`config.mk`:
```
export PLATFORM = sky130hd
export DESIGN_NAME = x_ramd_mp
export DESIGN_NICKNAME = d
export VERILOG_FILES = /design/src/rtl/x_ramd_mp.sv
export SDC_FILE = /design/constraint.sdc
export NUM_CORES = 1
export LEC_CHECK = 0
export ABC_AREA = 1
export CAP_MARGIN = 20
export CORE_UTILIZATION = 25
export DETAILED_ROUTE_END_ITERATION = 10
export GPL_ROUTABILITY_DRIVEN = 0
export MAX_ROUTING_LAYER = met4
export SYNTH_ARGS = -nofsm -noshare
export SYNTH_HDL_FRONTEND = slang
export SYNTH_SLANG_ARGS = --single-unit
```
`constraint.sdc`:
```
create_clock -name CLK -period 1.74 [get_ports CLK]
set_clock_uncertainty 0.05 [all_clocks]
set_input_delay 0.174 -clock CLK [delete_from_list [all_inputs] [get_ports CLK]]
set_output_delay 0.174 -clock CLK [all_outputs]
set_load 0.02 [all_outputs]
```
`src/rtl/x_ramd_mp.sv`:
```
// x_ramd_mp: parametrised distributed RAM with one synchronous write port,
// two independent read ports, an optional registered read stage and a
// sequential clear engine that reloads INIT one address per clock.
//
// Parameters:
//   WIDTH   data bits per word
//   AW      address bits, DEPTH = 2**AW
//   INIT    power-up contents, word k at bits [k*WIDTH +: WIDTH]
//   OUT_REG 0 = combinational read outputs, 1 = outputs registered on CLK/CE
//
// Ports:
//   CLK    clock, rising edge
//   RST    asynchronous active-high reset (control state and output regs only)
//   WE     write enable, ignored while BUSY
//   WADR   write address
//   I      write data
//   RADRA  read address, port A
//   RADRB  read address, port B
//   CE     output register enable (OUT_REG=1 only)
//   CLR    start clear sweep
//   BUSY   clear sweep in progress
//   OA     read data, port A
//   OB     read data, port B
module x_ramd_mp #(
  parameter int                          WIDTH   = 1,
  parameter int                          AW      = 4,
  parameter logic [WIDTH*(2**AW)-1:0]    INIT    = '0,
  parameter bit                          OUT_REG = 1'b0
) (
  input  logic             CLK,
  input  logic             RST,
  input  logic             WE,
  input  logic [AW-1:0]    WADR,
  input  logic [WIDTH-1:0] I,
  input  logic [AW-1:0]    RADRA,
  input  logic [AW-1:0]    RADRB,
  input  logic             CE,
  input  logic             CLR,
  output logic             BUSY,
  output logic [WIDTH-1:0] OA,
  output logic [WIDTH-1:0] OB
);

  localparam int DEPTH = 2**AW;

  typedef enum logic {
    IDLE  = 1'b0,
    SWEEP = 1'b1
  } state_t;

  state_t          state;
  state_t          state_nxt;
  logic [AW-1:0]   cnt;
  logic            usr_we;
  logic            swp_we;
  logic [WIDTH-1:0] rda;
  logic [WIDTH-1:0] rdb;

  // The array is a flat vector so the power-up contents come straight from
  // INIT; it is never touched by RST.
  logic [WIDTH*DEPTH-1:0] mem = INIT;

  // Clear engine: state register and sweep counter
  always_ff @(posedge CLK or posedge RST) begin
    if (RST) begin
      state <= IDLE;
      cnt   <= '0;
    end else begin
      state <= state_nxt;
      // Counter wraps to zero on the last sweep address, so it is already
      // cleared for the next sweep without a separate load.
      if (state == SWEEP) begin
        cnt <= cnt + 1'b1;
      end else begin
        cnt <= '0;
      end
    end
  end

  // Clear engine: next-state logic (CLR is not looked at during a sweep)
  always_comb begin
    state_nxt = state;
    case (state)
      IDLE:    if (CLR)  state_nxt = SWEEP;
      SWEEP:   if (&cnt) state_nxt = IDLE;
      default: state_nxt = IDLE;
    endcase
  end

  // Clear engine: outputs and write arbitration. The sweep owns the write
  // port for its whole duration; user writes are simply dropped.
  always_comb begin
    BUSY   = (state == SWEEP);
    swp_we = (state == SWEEP) && !RST;
    usr_we = WE && (state == IDLE) && !RST;
  end

  // Array write port
  always_ff @(posedge CLK) begin
    if (swp_we) begin
      mem[cnt*WIDTH +: WIDTH] <= INIT[cnt*WIDTH +: WIDTH];
    end else if (usr_we) begin
      mem[WADR*WIDTH +: WIDTH] <= I;
    end
  end

  assign rda = mem[RADRA*WIDTH +: WIDTH];
  assign rdb = mem[RADRB*WIDTH +: WIDTH];

  if (OUT_REG) begin : g_oreg
    logic [WIDTH-1:0] oa_p1;
    logic [WIDTH-1:0] ob_p1;

    // Read stage p1: samples the array before this edge's write lands,
    // which gives read-first behaviour on a shared address.
    always_ff @(posedge CLK or posedge RST) begin
      if (RST) begin
        oa_p1 <= '0;
        ob_p1 <= '0;
      end else if (CE) begin
        oa_p1 <= rda;
        ob_p1 <= rdb;
      end
    end

    assign OA = oa_p1;
    assign OB = ob_p1;
  end else begin : g_async
    logic ce_unused;
    assign ce_unused = CE;
    assign OA = rda;
    assign OB = rdb;
  end

endmodule

```
* After elaboration in Yosys (flattened, before gate mapping) *
Index checks and enable logic that the tools add are counted.

word-level totals
  bits in registers = 21
  word-level logic and storage cells = 28
  input bits = 18
  output and inout port bits = 3

cells by class
  reduce and logical (&&, ||, !) cells = 6
  add/subtract/negate cells = 3
  mux-type cells = 8
  shift operators = 7
  bitwise gates (word level) = 1

operator list
  cell                     count
  $neg 4->34               2
  $shift 1x34->16 const A  2
  $shiftx 1x34->16         2
  $bwmux 16                2
  $mux 16                  2
  $shiftx 16x5->1          2
  $shiftx 16x5->1 const A  1
  $add 4x1->4 const B      1
  $mux 4                   1
  $reduce_and 4->1         1
  $logic_and 1x1->1        3
  $mux 1                   2
  $pmux 1 s2               1
  $reduce_bool 2->1        1
  $logic_not 1->1          1
  $not 1->1                1

* Longest topological paths before layout *
Gate-level depths: netlist of run 1.

  depth after elaboration = 5
  depth in mapped cells = 11
  depth with buffers taken out = 11

* Worst setup path before layout of run 1 *
No wires, ideal clock.

  path type = reg-to-reg
  from = reg cnt[2] (netlist name)
  to = reg mem[14] (enable)
  library setup time = 310 ps
  period minus slack after synthesis = 1817 ps
  path slack = -77 ps
  arrival time = 1457 ps
  required time = 1380 ps
  buffers on the path = 1
  cell stages (with the launch flop) = 9
  cells stage by stage = dfrtp_1 clkbuf_2 nor3_1 ha_1 inv_1 nand2_1 nor2_1 nand3_1 o21ai_0

RTL lines
  item                           line  source
  end signal, assigned by index  101   mem[cnt*WIDTH +: WIDTH] <= INIT[cnt*WIDTH +: WIDTH];
  end, declared                  61    logic [WIDTH*DEPTH-1:0] mem = INIT;

==> results.tsv, run 1 <==
stage	metric	value	unit
global_route	GRT Total Usage	15.2	%
yosys	sequential share of the synthesized area	33.2	%
yosys	synth unique cells	25	
clock_tree	CTS root buf	clkbuf_8	
yosys	compound-gate portion of the synthesized area	12.3	%
clock_tree	CTS tree	built	
floorplanning	# IOs	21	
critical_path	required time worst endpoint	1.67	ns
yosys	mux contribution to synthesized area	0	%
yosys	Post-Syn Area per Cell	6.76	um^2
timing	Min Hold Slack	0.162	ns
critical_path	critical path launch point type	register	
yosys	XOR/XNOR Fraction of Synth Area	1.85	%
global_route	first-pass GRT wire length	8800	um
yosys	largest family of logic cells by synthesized area	simple AND/OR/NAND/NOR gates	
timing	Setup violations, final	3	
timing	RSZ-0062 raised after global routing	yes	
outcome	violated checks	negative setup slack	
pwr	leak pwr	1.23	nW
placed_design	Port Buffers	19	
floorplanning	std cell rows	30	
finish	share of layout cells above drive strength 1	33.8	%
floorplanning	initial core utilization	26.4	%
clock_tree	Clock Latency Late Sink	0.26	ns
clock_tree	H-tree depth	1	
yosys	Warnings, synthesis	0	
routing	Final Routed Wirelength	5430	um
critical_path	arrival time at the worst endpoint	1.69	ns
timing	transition time of the tightest slew-check pin	0.347	ns
pwr	peak supply drop	468	uV
finish	# nets final	361	
global_route	initial antenna violation count	0	
timing	Achievable Freq	0.566	GHz
yosys	post-synthesis net count	293	
routing	via count	2037	
outcome	outcome	finished, violations left	
routing	vias per inst	4.70	
clock_tree	TritonCTS Sinks	21	
floorplanning	Die W	87.4	um
global_route	number of global-route vias before repair	1951	
pwr	Total Power	3.02	mW
timing	final hold vios	0	
floorplanning	Core ar.	0.00691	mm^2
run	Max-Cap Viols	0	
placed_design	dpl ws	-0.521	ns
timing	final worst path period share	102	%
yosys	adder-cell share of the synthesized area	3.43	%
min_path	worst hold path class	in2async	
routing	initial drt markers	113	
finish	commonest non-fill, non-tap cell in the layout	nand2_1	
yosys	Post-synth top flop	edfxtp_1	
yosys	Post-Syn Instances	270	
finish	most frequent cells in the layout	nand2_1 (51), buf_4 (49), inv_1 (31)	
critical_path	Worst setup EP type	register	
finish	ANT cells	0	
clock_tree	CTS Buf Count	3	
global_route	largest net degree at the start of global routing	17	
clock_tree	Clk pin slew, worst setup/hold paths	0.08	ns
critical_path	CP Max Fanout	5	
timing	fin crit period	1.77	ns
yosys	EDFF count, synth	16	
yosys	Synth Register Bits	21	
routing	DRC errors left	0	
routing	Final ANT Viol Nets	0	
yosys	Synth async-reset ratio	23.8	%
clock_tree	Bufs on Longest Clock Path	2	
placed_design	post-DP HPWL	4040	um
critical_path	critical path class	reg2reg	
timing	final slew viol count	0	
global_route	total grt overflow	0	
finish	area grow syn2layout	53.2	%
floorplanning	die area	0.00764	mm^2
timing	post-route setup slack	-0.0273	ns
yosys	Post-Synth Simple-Gate Area	38.6	%
floorplanning	chip height	87.4	um
routing	routed len/inst	12.5	um
pwr	PD cells	1080	mW/mm^2
timing	Slew HR	76.9	%
routing	drt pass-1 iters	4	
yosys	Mapped Area	0.00182	mm^2
## layer usage
layer | global-route usage (%) | part of all wire [%] | up-vias
met5 | - | 0 | -
met3 | 1.04 | 2.9 | 6
met4 | 5.22 | 1.7 | 0
met2 | 26.1 | 49 | 34
li1 | - | - | 1047
met1 | 18.9 | 46 | 950
## layout make-up
| type | count | area (um^2) |
|---|---|---|
| fillers | 727 | 4110 |
| multi-input cells | 200 | 1260 |
| repair buffers | 73 | 616 |
| flip-flops and latches | 21 | 607 |
| inverters | 39 | 149 |
| well taps | 96 | 120 |
| clock buffers | 4 | 45.0 |
## Yosys cell counts, types with 3 or more instances
library cell	number	share of area, %
a21oi_1	15	4.1
buf_2	4	1.1
clkbuf_1	3	0.62
dfrtp_1	5	6.9
edfxtp_1	16	26
ha_1	5	3.4
inv_1	39	8.0
nand2_1	59	12
nand3_1	31	8.5
nand4_1	9	3.1
nor2_1	31	6.4
nor3_1	8	2.2
nor4_1	8	2.7
o211ai_1	10	4.1
o21ai_0	13	3.6
## registers in the layout (all words and copies together) (netlist names)
name,cells
BUSY,1
cnt,4
mem,16
## power by group
part	internal (mW)	switching [mW]	total, mW	leakage, nW
clock	0.163	0.171	0.334	0.0228
combinational	0.845	1.13	1.97	0.994
sequential	0.642	0.0752	0.717	0.217
total	1.65	1.37	3.02	1.23
## worst paths after layout
kind / startpoint / to / slack [ns] / depth (start not counted)
worst max-delay path: cnt[0]$_DFF_PP0_ / mem[14]$_DFFE_PP_ / -0.03 / 7
worst min-delay path: RST / BUSY$_DFF_PP0_ / 0.16 / 3
worst max register to register: cnt[0]$_DFF_PP0_ / mem[14]$_DFFE_PP_ / -0.03 / 7
worst min register to register: cnt[2]$_DFF_PP0_ / cnt[2]$_DFF_PP0_ / 0.48 / 1
max in group asynchronous: RST / cnt[2]$_DFF_PP0_ / 1.36 / 3
min in group CLK: CLR / BUSY$_DFF_PP0_ / 0.44 / 3
## what timing repair did
action	4_1_cts	5_1_grt
setup endpoints to repair	32	27
pin swaps	19	19
hold buffers	0	0
gates cloned	0	2
setup buffers	1	1
gates resized for setup	54	26
## worst max-delay path, cell delays in order, from the launching register on
cell	delay, ns
dfrtp_1	0.43
nor3_2	0.18
ha_1	0.29
inv_2	0.10
nand2_4	0.06
nor2_4	0.16
nand3_1	0.10
o21ai_1	0.10
## per-stage QoR
stage | TNS (ns) | instance area (um^2) | util (%) | instances
floorplan | -0.0113 | 1850 | - | 270
CTS | -0.00630 | 2690 | 39.0 | 430
finish | -0.0323 | 2800 | 40.5 | 433
global placement | -11.54 | 2480 | 35.9 | 425
detailed placement | -12.87 | 2480 | 35.9 | 425
global route | -1.21 | 2800 | 40.5 | 433
## logic make-up (layout without fill, tap and decap cells)
kind of cell	count (synthesis)	after routing
adder cells (fa/ha/maj)	5	5
flip-flops	21	21
AND/OR/NAND/NOR	153	153
XOR/XNOR	3	3
buffers and inverters	49	116
AO/OA/AOI/OAI	39	39
No activity file was read; power rests on OpenSTA's default activity.
==> inputs of run 2 (changes only) <==
CELL_PAD_IN_SITES_DETAIL_PLACEMENT = 1   (was not set)
CELL_PAD_IN_SITES_GLOBAL_PLACEMENT = 2   (was not set)
GPL_ROUTABILITY_DRIVEN = not set   (was 0)
PLACE_DENSITY_LB_ADDON = 0.1   (was not set)
==> results.tsv, run 2 (synthesis gave the netlist of run 1 again) <==
stage	metric	value	unit
timing	Setup violations, final	14	
clock_tree	TritonCTS Sinks	21	
routing	drt pass-1 iters	4	
placed_design	placed cell areas	0.00254	mm^2
routing	routed len/inst	14.9	um
routing	initial drt markers	76	
timing	final slew viol count	0	
global_route	layer with the highest usage	met2	
clock_tree	Hold-fix buffers, CTS	0	
routing	via count	2116	
finish	max reg flops	16	
global_route	met3 usage	1.52	%
critical_path	Worst setup EP type	register	
run	Max-Cap Viols	0	
floorplanning	initial core utilization	26.4	%
clock_tree	CTS root buf	clkbuf_8	
placed_design	RePlAce Congestion	0.877	
placed_design	Port Buffers	19	
finish	multi-input combinational cell area	0.00128	mm^2
global_route	initial antenna violation count	0	
finish	# nets final	371	
timing	Achievable Freq	0.543	GHz
clock_tree	Bufs on Longest Clock Path	2	
finish	ANT cells	0	
finish	flip-flop and latch area	608	um^2
pwr	peak supply drop	620	uV
global_route	GRT Total Usage	18.4	%
global_route	number of global-route vias before repair	2191	
global_route	first-pass GRT wire length	10400	um
routing	vias per inst	4.78	
critical_path	critical path launch point type	register	
timing	post-route setup slack	-0.102	ns
timing	final worst path period share	106	%
floorplanning	Core ar.	0.00691	mm^2
pwr	leak pwr	1.29	nW
floorplanning	chip height	87.4	um
floorplanning	# IOs	21	
floorplanning	std cell rows	30	
finish	final std cell area, no fill	0.00291	mm^2
global_route	total grt overflow	0	
outcome	violated checks	negative setup slack	
routing	Final Routed Wirelength	6610	um
floorplanning	die area	0.00764	mm^2
finish	Largest Register	mem	
pwr	PD cells	1210	mW/mm^2
routing	DRC errors left	0	
global_route	GR Layer Usage met2	31.6	%
finish	Fill cells	882	
placed_design	# placed instances	430	
outcome	outcome	finished, violations left	
finish	most frequent cells in the layout	buf_4 (59), nand2_1 (50), inv_1 (27)	
floorplanning	Die W	87.4	um
clock_tree	CTS Buf Count	3	
critical_path	CP Max Fanout	5	
timing	final hold vios	0	
finish	area grow syn2layout	59.7	%
clock_tree	Clk pin slew, worst setup/hold paths	0.09	ns
global_route	largest net degree at the start of global routing	17	
finish	share of layout cells above drive strength 1	38.6	%
global_route	GR Layer Usage met1	23.2	%
timing	Slew HR	77.3	%
critical_path	critical path class	reg2reg	
finish	commonest non-fill, non-tap cell in the layout	buf_4	
clock_tree	Clock Latency Late Sink	0.28	ns
timing	RSZ-0062 raised after global routing	yes	
critical_path	r2r setup slk	-0.10	ns
critical_path	required time worst endpoint	1.68	ns
timing	Min Hold Slack	0.141	ns
critical_path	arrival time at the worst endpoint	1.78	ns
timing	transition time of the tightest slew-check pin	0.340	ns
clock_tree	H-tree depth	1	
routing	Final ANT Viol Nets	0	
min_path	worst hold path class	in2async	
timing	fin crit period	1.84	ns
clock_tree	CTS tree	built	
placed_design	post-DP HPWL	5120	um
finish	Layout Cells excl Fill	443	
run 2: worst max-delay path: stages, from the launching register on:
cell and delay, ns:
dfrtp_2 0.46, nor3_4 0.24, ha_4 0.19, nand2_1 0.11
nor2_1 0.13, buf_4 0.15, nand3_1 0.11, nand2_1 0.11
run 2: layer usage:
metal  vias to the layer above  routed length, um  share of wire (%)
met3                         7                136                2.1
li1                       1067                  -                  -
met4                         0                 83                1.3
met2                        24               3320                 50
met1                      1018               3070                 46
met5                         -                  0                  0
run 2: final cells by class:
type | instances | share of cell area (%)
inverters | 39 | 5.28
well taps | 96 | 4.12
repair buffers | 83 | 24.3
clock buffers | 4 | 1.55
flip-flops and latches | 21 | 20.9
multi-input cells | 200 | 43.9
run 2: report_power, final:
part	total, mW	leakage, nW	internal, mW	switching (mW)
clock	0.354	0.0228	0.164	0.190
sequential	0.731	0.216	0.645	0.0865
combinational	2.44	1.05	1.07	1.37
run 2: stage by stage:
step	setup WS, ns	total power [mW]	TNS (ns)	util (%)
after floorplan	-0.00567	1.62	-0.0113	-
after global placement	-0.522	2.41	-14.89	36.8
after CTS	-0.0480	3.12	-0.368	39.9
after global routing	-0.182	3.77	-2.03	42.2
final	-0.102	3.52	-0.722	42.2
after detailed placement	-0.592	2.43	-15.66	36.8
run 2: worst paths after layout:
| check | start | end | cells after the start |
|---|---|---|---|
| worst max-delay path | cnt[2]$_DFF_PP0_ | mem[3]$_DFFE_PP_ | 7 |
| worst min-delay path | RST | BUSY$_DFF_PP0_ | 3 |
| worst max register to register | cnt[2]$_DFF_PP0_ | mem[3]$_DFFE_PP_ | 7 |
| worst min register to register | cnt[3]$_DFF_PP0_ | BUSY$_DFF_PP0_ | 1 |
| max in group asynchronous | RST | cnt[2]$_DFF_PP0_ | 3 |
| min in group CLK | CLR | BUSY$_DFF_PP0_ | 3 |
run 2: timing repair:
item | 4_1_cts | 5_1_grt
pin swaps | 21 | 27
endpoints found under the setup margin | 34 | 23
resized for setup | 49 | 41
buffers inserted | 5 | 4
==> RTL edit 1, RTL diff (flow settings as in run 2) <==
Make the reset (`RST`) synchronous in 2 clocked blocks. Comments in the files are not updated.
--- a/src/rtl/x_ramd_mp.sv
+++ b/src/rtl/x_ramd_mp.sv
@@ -61,7 +61,7 @@
   logic [WIDTH*DEPTH-1:0] mem = INIT;
 
   // Clear engine: state register and sweep counter
-  always_ff @(posedge CLK or posedge RST) begin
+  always_ff @(posedge CLK) begin
     if (RST) begin
       state <= IDLE;
       cnt   <= '0;
@@ -113,7 +113,7 @@
 
     // Read stage p1: samples the array before this edge's write lands,
     // which gives read-first behaviour on a shared address.
-    always_ff @(posedge CLK or posedge RST) begin
+    always_ff @(posedge CLK) begin
       if (RST) begin
         oa_p1 <= '0;
         ob_p1 <= '0;
Behaviour: differs if RST is asserted again (counterexample within 4 cycles, from zero or initial values and one cycle with RST high); with RST held inactive, the same outputs for 4 cycles.
==> RTL edit 1 against run 2 <==
  * The flow still finishes with violations (negative setup slack)
  * Design area increased by 0.94%
  * Sequential share of layout area is 0.83 points lower
  * Area after synthesis grew 0.34%
  * Via count increased by 0.99%
  * Die area rose by 0.34%
  * Synthesized cell count increased by 4.4%
  * Sequential cell count is the same
  * Worst setup slack improved by 30 ps
  * Wire length up 0.51%
  * Critical path type unchanged
  * Highest routed layer unchanged
Power is not compared: it rests on default switching activity, and its combinational part moved more than twofold at a synthesized area within 25%.
==> RTL edit 1: results (changes against run 2) <==
cells_and_area:
  fin_nets: 379  # was 371
  antenna_cells: 0  # unchanged
  drive_gt1_frac: 0.394  # was 0.386
  largest_reg_flops: 16  # unchanged
  nFillCells: 887  # was 882
logic_synthesis:
  async_flop_share: 0  # was 0.238
  synth_cell_types: 28  # was 25
  synth_mux_area_frac: 0  # unchanged
  synthXorXnorAreaFrac: 0.0137  # was 0.0185
  synth_adder_area_share: 0.0342  # was 0.0343
  yosys-top-cells-area: "edfxtp_1 26%, nand2_1 11%, nor2_1 9.8%, nand3_1 7.4%, inv_1 6.6%"  # was edfxtp_1 26%, nand2_1 12%, nand3_1 8.5%, inv_1 8.0%, dfrtp_1 6.9%
  synth_common_cells: "54 x nand2_1, 48 x nor2_1, 32 x inv_1"  # was 59 x nand2_1, 39 x inv_1, 31 x nand3_1, 31 x nor2_1, 16 x edfxtp_1
  synth_compound_area_frac: 0.133  # was 0.123
  syn-num-nets: 305  # was 293
  seq_area_frac_synth: 0.317  # was 0.332
global_routing:
  grt_antenna_before_repair: 0  # unchanged
  grt_pass1_wl_mm: 11.0  # was 10.4 mm
  grt_pass1_vias: 2309  # was 2191
  overflow: 0  # unchanged
  track_usage: 0.193  # was 0.184
route:
  drt_iter0_drc: 69  # was 76
  firstDrtPassIters: 4  # unchanged
  routedWlPerCell_um: 14.7  # was 14.9 um
  viasPerCell: 4.74  # was 4.78
power_and_ir_drop:
  p_leak_nw: 1.21
  max-vdd-ir-drop_mv: 0.234
clocking:
  cts_buffers: 3  # unchanged
  clk_latency_ps: 280  # about the same
  clkTransAtPathRegs_ps: 100
placed_design:
  place_hpwl_mm: 5.23  # was 5.12 mm
  place_congestion: 0.833  # was 0.877
sta:
  tns_ps: -137  # was -722 ps
  slew_headroom: 0.781  # was 0.773
  setup_slack_ps: -71.7  # was -102 ps
  setup_viol: 5  # was 14
worst_setup_path:
  critPathArrivalTime_ps: 1740  # was 1780 ps
  cpPeakStageDelay_ps: 360  # was 460 ps
  worst_path_max_delay_cell: "dfxtp_4"  # was dfrtp_2
status:
  violations: "negative setup slack"  # unchanged
  status: "finished with violations"  # unchanged
min_path:
  hold_path.class: "in2reg"  # was in2async
[RTL edit 1: changes by cell type after synthesis, sizes merged, moves of 5 or more]
cell / before / now
dfxtp: 0 / 5
nor2: 35 / 51
nor4: 8 / 2
nand2: 61 / 55
inv: 39 / 34
nor3: 8 / 13
dfrtp: 5 / 0
[RTL edit 1: layout make-up]
class	count	area, sq um	share of cell area
inverter	36	146	0.0498
tap	96	120	0.0408
sequential	21	589	0.200
clock inverter	1	5.00	0.00170
clock buffer	3	41.3	0.0140
multi-input combinational	210	1320	0.448
timing repair buffer	84	721	0.245
[RTL edit 1: through the flow]
| step | cells | cell area [sq um] | setup slack, ps | power, mW |
|---|---|---|---|---|
| 2_1_floorplan | 282 | 1910 | -29.8 | 0.806 |
| 3_3_place_gp | 436 | 2560 | -573 | 1.01 |
| 3_5_place_dp | 436 | 2560 | -555 | 1.02 |
| 4_1_cts | 449 | 2810 | -73.0 | 1.41 |
| 5_1_grt | 451 | 2940 | -115 | 1.51 |
| 6_report | 451 | 2940 | -71.7 | 1.44 |
[RTL edit 1: cells by family (layout without fill, tap and decap cells)]
kind of cell | Yosys count | count (layout)
compound gates | 43 | 43
xor+xnor | 2 | 2
flops | 21 | 21
buf+inv | 51 | 124
fa+ha+maj | 5 | 5
simple gates | 160 | 160
[RTL edit 1: worst paths after layout]
| check | from | depth (start not counted) | to | slack, ps |
|---|---|---|---|---|
| min reg2reg | BUSY | 2 | BUSY | 530 |
| max reg2reg | cnt[0] | 9 | mem[0] | -70 |
| max | cnt[0] | 9 | mem[0] | -70 |
| min | CLR | 3 | BUSY | 410 |
[RTL edit 1: worst max-delay path, delay by kind of cell, from the launching register on]
family          cells  cell delay, ps
simple gates        4             450
fa+ha+maj           1             180
flops               1             360
buf+inv             2             200
compound gates      2             260
[RTL edit 1: repair_timing]
item | CTS | global route
cloned | 1 | 0
setup endpoints to repair | 28 | 20
setup buffers | 8 | 2
pin swaps | 22 | 26
resized for setup | 59 | 34
endpoints found under the hold margin | 0 | 0
[RTL edit 1: metal layers]
| metal | share of wire | up-vias | GRT usage |
|---|---|---|---|
| met3 | 0.023 | 15 | 0.0151 |
| met4 | 0.037 | 0 | 0.0805 |
| met1 | 0.47 | 987 | 0.237 |
| met5 | 0 | - | - |
| met2 | 0.46 | 41 | 0.327 |
| li1 | - | 1094 | - |
[RTL edit 1: power by group]
group	internal, mW	leakage [nW]	total (mW)	switching [mW]
registers	0.539	0.197	0.546	0.00647
clock network	0.160	0.0255	0.346	0.186
logic	0.246	0.983	0.546	0.300
total	0.946	1.21	1.44	0.492
==> RTL edit 2, RTL diff (config.mk and constraints of run 2) <==
Made on the original files. `AW`: 4 -> 5.
--- a/src/rtl/x_ramd_mp.sv
+++ b/src/rtl/x_ramd_mp.sv
@@ -23,7 +23,7 @@
 //   OB     read data, port B
 module x_ramd_mp #(
   parameter int                          WIDTH   = 1,
-  parameter int                          AW      = 4,
+  parameter int                          AW      = 5,
   parameter logic [WIDTH*(2**AW)-1:0]    INIT    = '0,
   parameter bit                          OUT_REG = 1'b0
 ) (
Interface: changed (resized RADRA, RADRB and WADR); port bits go from 21 to 24. The function was not compared with the original's and may differ.
==> RTL edit 2 against run 2 <==
  * The run still ends with negative setup slack left
  * Clock power grew to 2.6 times the old value
  * Worst hold slack better by 29 ps
  * Wire length rose by 120%
  * Worst setup slack worse by 320 ps
  * Design area increased by 84%
  * Combinational power is 30% higher
  * Utilization fell by 2.2 points
  * Area after synthesis increased by 91%
  * Sequential cell count rose by 17
  * Critical path depth grew 6
  * Total power increased by 49%
  * Largest cell class unchanged
  * Highest routed layer unchanged
==> RTL edit 2: results (changes against run 2) <==
placed_design:
  port_buffers: 22  # was 19
  place_congestion: 0.857  # was 0.877
  place_hpwl_mm: 11.6  # was 5.12 mm
clocking:
  cts_setup_buffers: 14  # was 5
  clkTransAtPathRegs_ps: 60  # was 90 ps
  cts.repair.resized: 100  # was 49
  htree_num_levels: 2  # was 1
cells_and_area:
  inv_count: 58  # was 39
  multi_input_area_sq_um: 2400  # was 1280 sq um
  drive_gt1_frac: 0.350  # was 0.386
  num-multi-input-gates: 425  # was 200
  fin_nets: 701  # was 371
  seq_share: 0.207  # was 0.209
  buffers: 146  # was 83
  largest_reg_flops: 32  # was 16
  nFillCells: 1703  # was 882
  design.seq.count: 38  # was 21
power_and_ir_drop:
  clock_power_share: 0.172  # was 0.100
  switching_power_mw: 2.27  # was 1.65 mW
  p_leak_nw: 2.30  # was 1.29 nW
route:
  viasPerCell: 4.87  # was 4.78
  drt_iter0_drc: 199  # was 76
sta:
  setup_viol: 34  # was 14
  hold_slack_ps: 170  # was 141 ps
  setup_slack_ps: -426  # was -102 ps
global_routing:
  grt_pass1_wl_mm: 23.4  # was 10.4 mm
  grt_pass1_vias: 4386  # was 2191
  track_usage: 0.216  # was 0.184
logic_synthesis:
  syn_area_sq_um: 3480  # was 1820 sq um
  synth_common_cells: "145 x nand2_1, 103 x nor2_1, 53 x inv_1"  # was 59 x nand2_1, 39 x inv_1, 31 x nand3_1, 31 x nor2_1, 16 x edfxtp_1
  syn-num-nets: 575  # was 293
  yosys-top-cells-area: "edfxtp_1 28%, nand2_1 16%, nor2_1 11%, o21ai_0 6.3%, inv_1 5.7%"  # was edfxtp_1 26%, nand2_1 12%, nand3_1 8.5%, inv_1 8.0%, dfrtp_1 6.9%
  async_flop_share: 0.158  # was 0.238
status:
  status: "finished with violations"  # unchanged
  violations: "negative setup slack"  # unchanged
worst_setup_path:
  cp-startpoint: "cnt[0]"  # was cnt[2]
RTL edit 2: how the worst min path moves through the flow:
stage	to	cells past startpoint	startpoint
5_1_grt	BUSY	3	RST
6_report	BUSY	3	RST
3_5_place_dp	BUSY	3	RST
2_1_floorplan	BUSY	1	RST
3_3_place_gp	BUSY	3	RST
4_1_cts	BUSY	3	RST
RTL edit 2: cell families after synthesis:
family                   after synthesis  share of synthesized area
AO/OA/AOI/OAI                         71                      0.111
XOR/XNOR                               1                    0.00251
adder cells (fa/ha/maj)                6                     0.0215
buffers and inverters                 86                     0.0995
flip-flops                            38                      0.319
AND/OR/NAND/NOR                      346                      0.446
RTL edit 2: routing by layer:
layer  track usage  vias up  wire length [um]  part of all wire
li1              -     2076                 -                 -
met5             -        -                 0                 0
met2         0.376       52              7290              0.51
met3        0.0252       13               344             0.024
met1         0.267     2001              6400              0.45
met4        0.0453        0               180             0.013
